### config.mk
export PLATFORM = sky130hd
export DESIGN_NAME = uart_tx_ctrl
export DESIGN_NICKNAME = d
export VERILOG_FILES = /design/src/rtl/uart_tx_ctrl.sv
export SDC_FILE = /design/constraint.sdc
export NUM_CORES = 1
export LEC_CHECK = 0
export CORE_MARGIN = 5
export CORE_UTILIZATION = 46
export DETAILED_ROUTE_END_ITERATION = 6
export GPL_ROUTABILITY_DRIVEN = 1
export PLACE_DENSITY_LB_ADDON = 0.2
export SETUP_SLACK_MARGIN = 0.2
export SLEW_MARGIN = 20
export SYNTH_ARGS = -nofsm -noshare
export SYNTH_HDL_FRONTEND = slang
export SYNTH_SLANG_ARGS = --single-unit
### constraint.sdc
create_clock -name clk -period 3.8 [get_ports clk]
set_input_delay 0.76 -clock clk [delete_from_list [all_inputs] [get_ports clk]]
set_output_delay 0.76 -clock clk [all_outputs]
set_load 0.01 [all_outputs]
### src/rtl/uart_tx_ctrl.sv
// UART transmit frame sequencer: loads the TX serializer, then walks the line through
// start, LSB-first data, optional parity and one or two stop bits on each baud tick.
module uart_tx_ctrl #(
    parameter int unsigned WIDTH = 8
) (
    input  logic             clk,
    input  logic             rst_n,
    input  logic             baud_tick,
    input  logic             tx_valid,
    input  logic [WIDTH-1:0] tx_data,
    output logic             tx_ready,
    input  logic             par_en,
    input  logic             par_odd,
    input  logic             two_stop,
    input  logic             ser_data,
    output logic             ser_load,
    output logic             ser_shift_en,
    output logic             tx_out,
    output logic             busy,
    output logic             frame_done
);

    localparam int unsigned CW = (WIDTH > 1) ? $clog2(WIDTH) : 1;
    localparam logic [CW-1:0] LAST_BIT = CW'(WIDTH - 1);

    typedef enum logic [2:0] {
        IDLE,
        ALIGN,
        START,
        DATA,
        PARITY,
        STOP1,
        STOP2
    } state_e;

    state_e        state_q, state_d;
    logic [CW-1:0] cnt_q, cnt_d;
    logic          tx_out_q, tx_out_d;
    logic          busy_q, busy_d;
    logic          load_q, load_d;
    logic          shift_q, shift_d;
    logic          done_q, done_d;
    logic          par_en_q, par_en_d;
    logic          par_bit_q, par_bit_d;
    logic          two_stop_q, two_stop_d;

    // State and output registers; reset parks the line high.
    always_ff @(posedge clk or negedge rst_n) begin
        if (!rst_n) begin
            state_q    <= IDLE;
            cnt_q      <= '0;
            tx_out_q   <= 1'b1;
            busy_q     <= 1'b0;
            load_q     <= 1'b0;
            shift_q    <= 1'b0;
            done_q     <= 1'b0;
            par_en_q   <= 1'b0;
            par_bit_q  <= 1'b0;
            two_stop_q <= 1'b0;
        end else begin
            state_q    <= state_d;
            cnt_q      <= cnt_d;
            tx_out_q   <= tx_out_d;
            busy_q     <= busy_d;
            load_q     <= load_d;
            shift_q    <= shift_d;
            done_q     <= done_d;
            par_en_q   <= par_en_d;
            par_bit_q  <= par_bit_d;
            two_stop_q <= two_stop_d;
        end
    end

    // Shift enable is raised on the same edge a data bit is registered, so the
    // serializer advances one clk later, well before the next tick samples it.
    always_comb begin
        state_d    = state_q;
        cnt_d      = cnt_q;
        tx_out_d   = tx_out_q;
        busy_d     = busy_q;
        load_d     = 1'b0;
        shift_d    = 1'b0;
        done_d     = 1'b0;
        par_en_d   = par_en_q;
        par_bit_d  = par_bit_q;
        two_stop_d = two_stop_q;

        unique case (state_q)
            IDLE: begin
                if (tx_valid) begin
                    state_d    = ALIGN;
                    load_d     = 1'b1;
                    busy_d     = 1'b1;
                    par_en_d   = par_en;
                    par_bit_d  = (^tx_data) ^ par_odd;
                    two_stop_d = two_stop;
                end
            end
            ALIGN: begin
                if (baud_tick) begin
                    state_d  = START;
                    tx_out_d = 1'b0;
                end
            end
            START: begin
                if (baud_tick) begin
                    state_d  = DATA;
                    tx_out_d = ser_data;
                    cnt_d    = '0;
                    shift_d  = 1'b1;
                end
            end
            DATA: begin
                if (baud_tick) begin
                    if (cnt_q != LAST_BIT) begin
                        tx_out_d = ser_data;
                        cnt_d    = CW'(cnt_q + 1'b1);
                        shift_d  = 1'b1;
                    end else if (par_en_q) begin
                        state_d  = PARITY;
                        tx_out_d = par_bit_q;
                    end else begin
                        state_d  = STOP1;
                        tx_out_d = 1'b1;
                    end
                end
            end
            PARITY: begin
                if (baud_tick) begin
                    state_d  = STOP1;
                    tx_out_d = 1'b1;
                end
            end
            STOP1: begin
                if (baud_tick) begin
                    if (two_stop_q) begin
                        state_d = STOP2;
                    end else begin
                        state_d = IDLE;
                        busy_d  = 1'b0;
                        done_d  = 1'b1;
                    end
                end
            end
            STOP2: begin
                if (baud_tick) begin
                    state_d = IDLE;
                    busy_d  = 1'b0;
                    done_d  = 1'b1;
                end
            end
            default: state_d = IDLE;
        endcase
    end

    assign tx_ready     = (state_q == IDLE);
    assign ser_load     = load_q;
    assign ser_shift_en = shift_q;
    assign tx_out       = tx_out_q;
    assign busy         = busy_q;
    assign frame_done   = done_q;

endmodule

==> results.json, run 1 <==
{
  "status": "finished clean",
  "grt_max_degree": 20,
  "cts_max_level": 1,
  "cp.required_ns": 3.04,
  "max-vdd-ir-drop_uv": 370,
  "grt_pass1_wl_um": 2840,
  "cts_tree": "done",
  "finalClockSkew_ns": 0.00466,
  "area_growth_pct": 28.0,
  "vias_per_cell": 5.25,
  "combinationalPowerShare": 0.458,
  "grt_pass1_vias": 616,
  "synth_top_area_share": 0.373,
  "syn_inst": 80,
  "post-route-period-util": 0.661,
  "slew_headroom": 0.589,
  "yosysWarningCount": 0,
  "drv_cap": 0,
  "wl_per_cell_um": 13.5,
  "grt_antenna_before_repair": 0,
  "p_clk_frac": 0.140,
  "crit_path_end_kind": "output port",
  "rows": 15,
  "max_freq_mhz": 398,
  "place_hpwl_um": 1320,
  "clockBufferDepth": 2,
  "cts-root-buf": "clkbuf_4",
  "ios": 22,
  "min_period_ns": 2.51,
  "die_w_um": 53.5,
  "syn_area_um2": 872,
  "synth_nets": 99,
  "worstMarginPinSlew_ns": 0.616,
  "cts_setup_buffers": 0,
  "p_seq_frac": 0.401,
  "drive_gt1_frac": 0.147,
  "synth_area_leaders": "dfrtp_1 (37%), ha_1 (4.3%), nand2_1 (4.3%)",
  "vias": 667,
  "clock-sinks": 14,
  "dieArea_um2": 2870,
  "p_sw_frac": 0.393,
  "antennaDiodeCount": 0,
  "route.detailed.drc": 0,
  "hp-class": "flip-flop to flip-flop",
  "fp.dieH_um": 53.5,
  "cp_data_arrival_time_ns": 1.75,
  "critical_path_class": "flip-flop to output port",
  "numPortBuffers": 21,
  "nets": 122,
  "finalHoldViolations": 0,
  "yosysSeqAreaShare": 0.403,
  "place_congestion": 0.757,
  "setup.worst_path.start_class": "flip-flop",
  "synth_area_leader_cell": "dfrtp_1",
  "detail-route-antenna-nets": 0,
  "syn_area_per_cell_um2": 10.9,
  "grt_usage": 0.141,
  "stdcell_count": 127,
  "dp_cells": 123,
  "p_sw_mw": 0.303,
  "start_util": 0.494,
  "routed_wl_um": 1720,
  "hold_buffers": 0,
  "clk-insertion-delay-late_ns": 0.29,
  "dr.pass1.iters": 4,
  "critPathMaxFanout": 19,
  "post_cts_resized": 0,
  "powerDensity_nw_per_um2": 690,
  "grt_overflow": 0,
  "tns_ns": 0,
  "yosysUniqueCellTypes": 33,
  "p_leak_nw": 0.513,
  "yosys_register_bits": 14,
  "drt_iter0_drc": 5,
  "final_core_util": 0.633,
  "fillers": 161,
  "coreArea_um2": 1760,
  "internal-power_mw": 0.468,
  "path_clk_slew_ns": 0.09,
  "finalSetupViolCount": 0,
  "rsz0062_at_grt": "false",
  "cts-buffers-inserted": 3,
  "finalMaxSlewViolations": 0
}
## stage by stage
stage / instance area (um2) / power [mW] / setup slack (ns) / hold slack [ns]
after floorplan: 872 / 0.577 / 2.12 / 0.449
after global placement: 1080 / 0.645 / 1.60 / 0.470
after detailed placement: 1080 / 0.662 / 1.54 / 0.477
after CTS: 1120 / 0.774 / 1.28 / 0.495
after global routing: 1120 / 0.823 / 1.20 / 0.527
final: 1120 / 0.771 / 1.29 / 0.489
## critical path, cell delays in order (launching register included)
cell and delay (ns):
dfrtp_1 0.61, nor3_4 0.27, clkdlybuf4s50_1 0.58
## kinds of logic after synthesis
| logic type | count (synthesis) | share of synthesized area |
|---|---|---|
| DFF | 14 | 0.403 |
| xor gates and xnor gates | 7 | 0.0861 |
| muxes | 3 | 0.0416 |
| AOI/OAI and AO/OA | 24 | 0.199 |
| adders and majority gates | 3 | 0.0430 |
| and+or+nand+nor | 21 | 0.161 |
| buffers and inverters | 8 | 0.0660 |
## Yosys cell counts
master      n
mux2_2      1
nor2_2      2
dfrtp_1    13
o21ai_0     6
and3_1      1
nand3b_1    1
a21oi_1     5
o2111ai_1   2
xnor3_1     1
o22ai_1     1
dfstp_2     1
o2bb2ai_1   1
a21boi_0    1
o22ai_4     1
o32ai_1     1
xor2_1      2
buf_6       3
o21ai_1     1
nor2_1      1
xnor2_1     4
nand2b_1    2
nor3_4      1
and3b_4     1
a22o_1      4
nand3b_4    1
ha_1        3
a41o_1      1
inv_1       4
nand2_4     1
mux2_4      1
nand2_1    10
mux2i_1     1
clkinv_4    1
## final cells by class
| type | count | area (um2) | share of cell area |
|---|---|---|---|
| clock buffers | 4 | 36.3 | 0.0325 |
| inverters | 5 | 23.8 | 0.0213 |
| multi-input cells | 58 | 463 | 0.415 |
| flip-flops and latches | 14 | 352 | 0.315 |
| well taps | 25 | 31.3 | 0.0280 |
| repair buffers | 21 | 210 | 0.188 |
## power groups by stage
stage | Sequential (mW) | Clock [mW] | Combinational (mW)
6_report | 0.309 | 0.108 | 0.353
5_1_grt | 0.317 | 0.120 | 0.386
4_1_cts | 0.306 | 0.112 | 0.356
3_5_place_dp | 0.307 | 0 | 0.355
3_3_place_gp | 0.304 | 0 | 0.341
2_1_floorplan | 0.263 | 0 | 0.314
## registers in the layout, summed over array words and instances, names as in the netlist
| register | flops |
|---|---|
| ser_shift_en | 1 |
| frame_done | 1 |
| state_q | 3 |
| tx_out | 1 |
| two_stop_q | 1 |
| cnt_q | 3 |
| par_bit_q | 1 |
| busy | 1 |
| par_en_q | 1 |
| ser_load | 1 |
## worst paths after layout
| kind | slack, ns | from | cells after the start | to |
|---|---|---|---|---|
| max | 1.29 | state_q[0]$_DFFE_PN0P_ | 2 | tx_ready |
| min | 0.49 | par_bit_q$_DFFE_PN0P_ | 2 | par_bit_q$_DFFE_PN0P_ |
| max reg2reg | 2.02 | cnt_q[0]$_DFFE_PN0P_ | 6 | state_q[0]$_DFFE_PN0P_ |
| min reg2reg | 0.49 | par_bit_q$_DFFE_PN0P_ | 2 | par_bit_q$_DFFE_PN0P_ |
| max in group asynchronous | 2.56 | rst_n | 1 | cnt_q[1]$_DFFE_PN0P_ |
| min in group asynchronous | 0.84 | rst_n | 1 | ser_load$_DFF_PN0_ |
## placed cells by master (no fill, tap or decap), drive strengths merged, types with 3 or more instances in the layout
cell,netlist,layout
nor2,3,3
clkdlybuf4s50,0,21
o21ai,7,7
xnor2,4,4
nand2,11,11
a21oi,5,5
inv,4,4
ha,3,3
a22o,4,4
dfrtp,13,13
clkbuf,0,4
## layer usage
layer | share of wire | vias up | track usage
met3 | 0.069 | 4 | 0.0693
met1 | 0.45 | 311 | 0.169
met2 | 0.47 | 20 | 0.220
met4 | 0.0099 | 0 | 0.0468
li1 | - | 332 | -
met5 | 0 | - | 0
(Power assumes the default switching activity.)
==> run 2, diff against run 1 <==
Clock period 3.8 ns to 2.46 ns, I/O delays scaled along.
==> run 2 against run 1 <==
Largest cell class unchanged; non-clock buffer count increased by 1; critical endpoint unchanged; highest routed layer unchanged; final cell count increased by 0.79%; largest power group unchanged; design area increased by 0.78%; critical path type unchanged; first-iteration DRC count increased by 60%.
==> results.json, run 2 (same netlist as run 1, synthesis figures left out) <==
{
  "status": "finished clean",
  "area_growth_pct": 29.0,
  "numPortBuffers": 21,
  "clock-sinks": 14,
  "cts_max_level": 1,
  "nets": 123,
  "finalClockSkew_ns": 0.00385,
  "place_hpwl_um": 1230,
  "grt_usage": 0.137,
  "worstMarginPinSlew_ns": 0.611,
  "grt_max_degree": 19,
  "start_util": 0.494,
  "die_w_um": 53.5,
  "holdPathEnd": "par_bit_q$_DFFE_PN0P_",
  "critPathMaxFanout": 7,
  "dr.pass1.iters": 4,
  "powerDensity_nw_per_um2": 1050,
  "path_clk_slew_ns": 0.09,
  "coreArea_um2": 1760,
  "ios": 22,
  "max_freq_mhz": 471,
  "final_core_util": 0.638,
  "drt_iter0_drc": 8,
  "r2r_cells": 6,
  "grt_pass1_wl_um": 2840,
  "detail-route-antenna-nets": 0,
  "fillers": 167,
  "hold_buffers": 0,
  "hold_depth": 2,
  "route.detailed.drc": 0,
  "vias": 664,
  "dpl_cell_area_um2": 1090,
  "cts-root-buf": "clkbuf_4",
  "stdcell_count": 128,
  "rr_startpoint": "cnt_q[0]$_DFFE_PN0P_",
  "hp-start": "par_bit_q$_DFFE_PN0P_",
  "reg.largest.list": "cnt_q x3, state_q x3",
  "r2r_slack_ns": 0.70,
  "dp_cells": 124,
  "rsz0062_at_grt": "false",
  "cts_setup_buffers": 0,
  "grt_pass1_vias": 657,
  "grt_overflow": 0,
  "setup.worst_path.start_class": "flip-flop",
  "place_congestion": 0.753,
  "final_cell_mix": "clkdlybuf4s50_1 (21), dfrtp_1 (12), nand2_1 (10)",
  "cp.required_ns": 1.97,
  "wl_per_cell_um": 12.2,
  "whs_ns": 0.494,
  "min_period_ns": 2.12,
  "routed_wl_um": 1560,
  "rows": 15,
  "drv_cap": 0,
  "dieArea_um2": 2870,
  "cts-buffers-inserted": 3,
  "slew_headroom": 0.591,
  "clk-insertion-delay-late_ns": 0.27,
  "hp-class": "flip-flop to flip-flop",
  "fp.dieH_um": 53.5,
  "design_area_um2": 1120,
  "post-route-period-util": 0.863,
  "drive_gt1_frac": 0.165,
  "finalMaxSlewViolations": 0,
  "max-vdd-ir-drop_uv": 505,
  "p_leak_nw": 0.516,
  "finalHoldViolations": 0,
  "tns_ns": 0,
  "vias_per_cell": 5.19,
  "finalSetupViolCount": 0,
  "crit_path_end_kind": "output port",
  "layout_commonest_cell": "clkdlybuf4s50_1",
  "clockBufferDepth": 2,
  "cts_tree": "done",
  "grt_antenna_before_repair": 0,
  "r2r-end": "state_q[0]$_DFFE_PN0P_",
  "critical_path_class": "flip-flop to output port",
  "cp_data_arrival_time_ns": 1.63,
  "antennaDiodeCount": 0
}
## run 2: cell count changes in the layout (fill, tap and decap cells not counted)
cell and change:
buf_4 +1, dfrtp_2 +1, dfrtp_1 -1
## run 2: timing repair
item / in CTS / in global routing
endpoints found under the hold margin: 0 / 0
endpoints found under the setup margin: 0 / 1
gates resized for setup: 0 / 1
## run 2: metrics by stage
step	setup slack [ns]	total power, mW
6_report	0.337	1.18
5_1_grt	0.250	1.30
4_1_cts	0.251	1.20
3_5_place_dp	0.506	1.03
3_3_place_gp	0.539	1.01
2_1_floorplan	0.785	0.891
## run 2: worst max-delay path by stage
stage / from / to / slack (ns)
after floorplan: cnt_q[0]$_DFFE_PN0P_ / state_q[0]$_DFFE_PN0P_ / 0.78
final: state_q[2]$_DFFE_PN0P_ / tx_ready / 0.34
after global routing: state_q[2]$_DFFE_PN0P_ / tx_ready / 0.25
after global placement: baud_tick / state_q[0]$_DFFE_PN0P_ / 0.54
after CTS: state_q[1]$_DFFE_PN0P_ / tx_ready / 0.25
after detailed placement: baud_tick / state_q[0]$_DFFE_PN0P_ / 0.51
## run 2: layout make-up
cell class,count,area [um2],share of cell area
inverter,5,23.8,0.0211
sequential,14,353,0.314
multi-input combinational,58,463,0.412
clock buffer,4,36.3,0.0323
timing repair buffer,22,218,0.194
tap,25,31.3,0.0278
## run 2: per-layer routing
metal,up-vias,track usage,part of all wire
met4,0,0.0511,0.0090
met3,2,0.0388,0.044
met5,-,0,0
met1,314,0.173,0.47
met2,15,0.220,0.48
li1,333,-,-
## run 2: power breakdown
group / internal (mW) / switching (mW) / total, mW
registers: 0.333 / 0.104 / 0.438
clock network: 0.0899 / 0.0741 / 0.164
logic: 0.312 / 0.269 / 0.582
total: 0.736 / 0.448 / 1.18
## run 2: worst max-delay path, cell delays in order, from the launching register on
cell             delay (ns)
dfrtp_1                0.49
nor3_4                 0.28
clkdlybuf4s50_1        0.59
==> run 3, diff against run 2 <==
Settings changed: CTS_CLUSTER_SIZE set to 8, PLACE_DENSITY set to 0.79, PLACE_DENSITY_LB_ADDON 0.2 to not set.
==> run 3 against run 2 <==
Clock-buffer cell count did not move; register-to-register slack barely moved; clock power barely moved; final cell count did not move; via count rose by 2.0%; largest cell class unchanged; largest power group unchanged; highest routed layer unchanged.
==> results.json, run 3 (same netlist as run 1, synthesis figures left out) <==
{
  "place_congestion": 0.768,
  "ios": 22,
  "dr.pass1.iters": 4,
  "path_clk_slew_ns": 0.09,
  "routed_wl_um": 1680,
  "powerDensity_nw_per_um2": 1060,
  "rows": 15,
  "max_freq_mhz": 466,
  "cts-buffers-inserted": 3,
  "status": "finished clean",
  "wl_per_cell_um": 13.1,
  "grt_max_degree": 19,
  "drive_gt1_frac": 0.155,
  "die_w_um": 53.5,
  "grt_overflow": 0,
  "final_cell_mix": "clkdlybuf4s50_1 (21), dfrtp_1 (13), nand2_1 (10)",
  "slew_headroom": 0.579,
  "vias": 677,
  "clockBufferDepth": 2,
  "area_growth_pct": 28.8,
  "route.detailed.drc": 0,
  "layout_commonest_cell": "clkdlybuf4s50_1",
  "post_cts_resized": 0,
  "cp.required_ns": 1.97,
  "clk-insertion-delay-late_ns": 0.28,
  "cts_max_level": 1,
  "finalMaxSlewViolations": 0,
  "hold_buffers": 0,
  "hp-class": "flip-flop to flip-flop",
  "crit_path_end_kind": "output port",
  "drt_iter0_drc": 6,
  "reg.largest.list": "cnt_q x3, state_q x3",
  "start_util": 0.494,
  "min_period_ns": 2.15,
  "critPathMaxFanout": 9,
  "clock-sinks": 14,
  "vias_per_cell": 5.29,
  "setup_ws_ns": 0.314,
  "drv_cap": 0,
  "cts_tree": "done",
  "setup.worst_path.start_class": "flip-flop",
  "finalSetupViolCount": 0,
  "cts_setup_buffers": 0,
  "tns_ns": 0,
  "grt_antenna_before_repair": 0,
  "finalClockSkew_ns": 0.00340,
  "grt_usage": 0.136,
  "dieArea_um2": 2870,
  "detail-route-antenna-nets": 0,
  "finalHoldViolations": 0,
  "nets": 123,
  "worstMarginPinSlew_ns": 0.629,
  "coreArea_um2": 1760,
  "post-route-period-util": 0.872,
  "p_leak_nw": 0.517,
  "rsz0062_at_grt": "false",
  "place_hpwl_um": 1320,
  "post-place-ws_ns": 0.499,
  "critical_path_class": "flip-flop to output port",
  "grt_pass1_wl_um": 2790,
  "max-vdd-ir-drop_uv": 464,
  "grt_pass1_vias": 679,
  "cp_data_arrival_time_ns": 1.65,
  "whs_ns": 0.509,
  "fp.dieH_um": 53.5,
  "cts-root-buf": "clkbuf_4",
  "antennaDiodeCount": 0,
  "numPortBuffers": 21
}
-- run 3: cell counts in the layout (fill, tap and decap cells not counted) --
Identical to the previous run, type by type.
-- run 3: final timing paths --
| path | from | end | slack [ns] | cells after the start |
|---|---|---|---|---|
| worst max-delay path | state_q[1]$_DFFE_PN0P_ | tx_ready | 0.31 | 2 |
| worst min-delay path | two_stop_q$_DFFE_PN0P_ | two_stop_q$_DFFE_PN0P_ | 0.51 | 2 |
| worst max register to register | cnt_q[0]$_DFFE_PN0P_ | state_q[0]$_DFFE_PN0P_ | 0.71 | 6 |
| worst min register to register | two_stop_q$_DFFE_PN0P_ | two_stop_q$_DFFE_PN0P_ | 0.51 | 2 |
| max in group asynchronous | rst_n | cnt_q[0]$_DFFE_PN0P_ | 1.46 | 1 |
| min in group asynchronous | rst_n | ser_load$_DFF_PN0_ | 0.59 | 1 |
-- run 3: where the power goes --
group	internal, mW	switching [mW]
combinational	0.313	0.280
sequential	0.332	0.104
clock	0.0901	0.0769
-- run 3: final cells by class --
class	count	area, um2
clock buffers	4	36.3
repair buffers	22	218
flip-flops and latches	14	352
fillers	155	641
multi-input cells	58	463
well taps	25	31.3
inverters	5	23.8
-- run 3: worst max-delay path, cell delays in order, from the launching register on --
cell and delay (ns):
dfrtp_1 0.52, nor3_4 0.27, clkdlybuf4s50_1 0.58
-- run 3: metal layers --
metal  GRT usage  routed length, um  up-vias
li1            -                  -      333
met1       0.151                726      320
met2       0.231                825       20
met3      0.0166                 76        4
met4       0.115                 53        0
met5           0                  0        -
-- run 3: metrics by stage --
step,util,instances,power [mW],instance area [um2]
final,0.637,128,1.20,1120
after detailed placement,0.616,124,1.04,1090
after global routing,0.637,128,1.29,1120
after CTS,0.637,128,1.21,1120
after global placement,0.616,124,1.01,1090
after floorplan,-,80,0.891,872
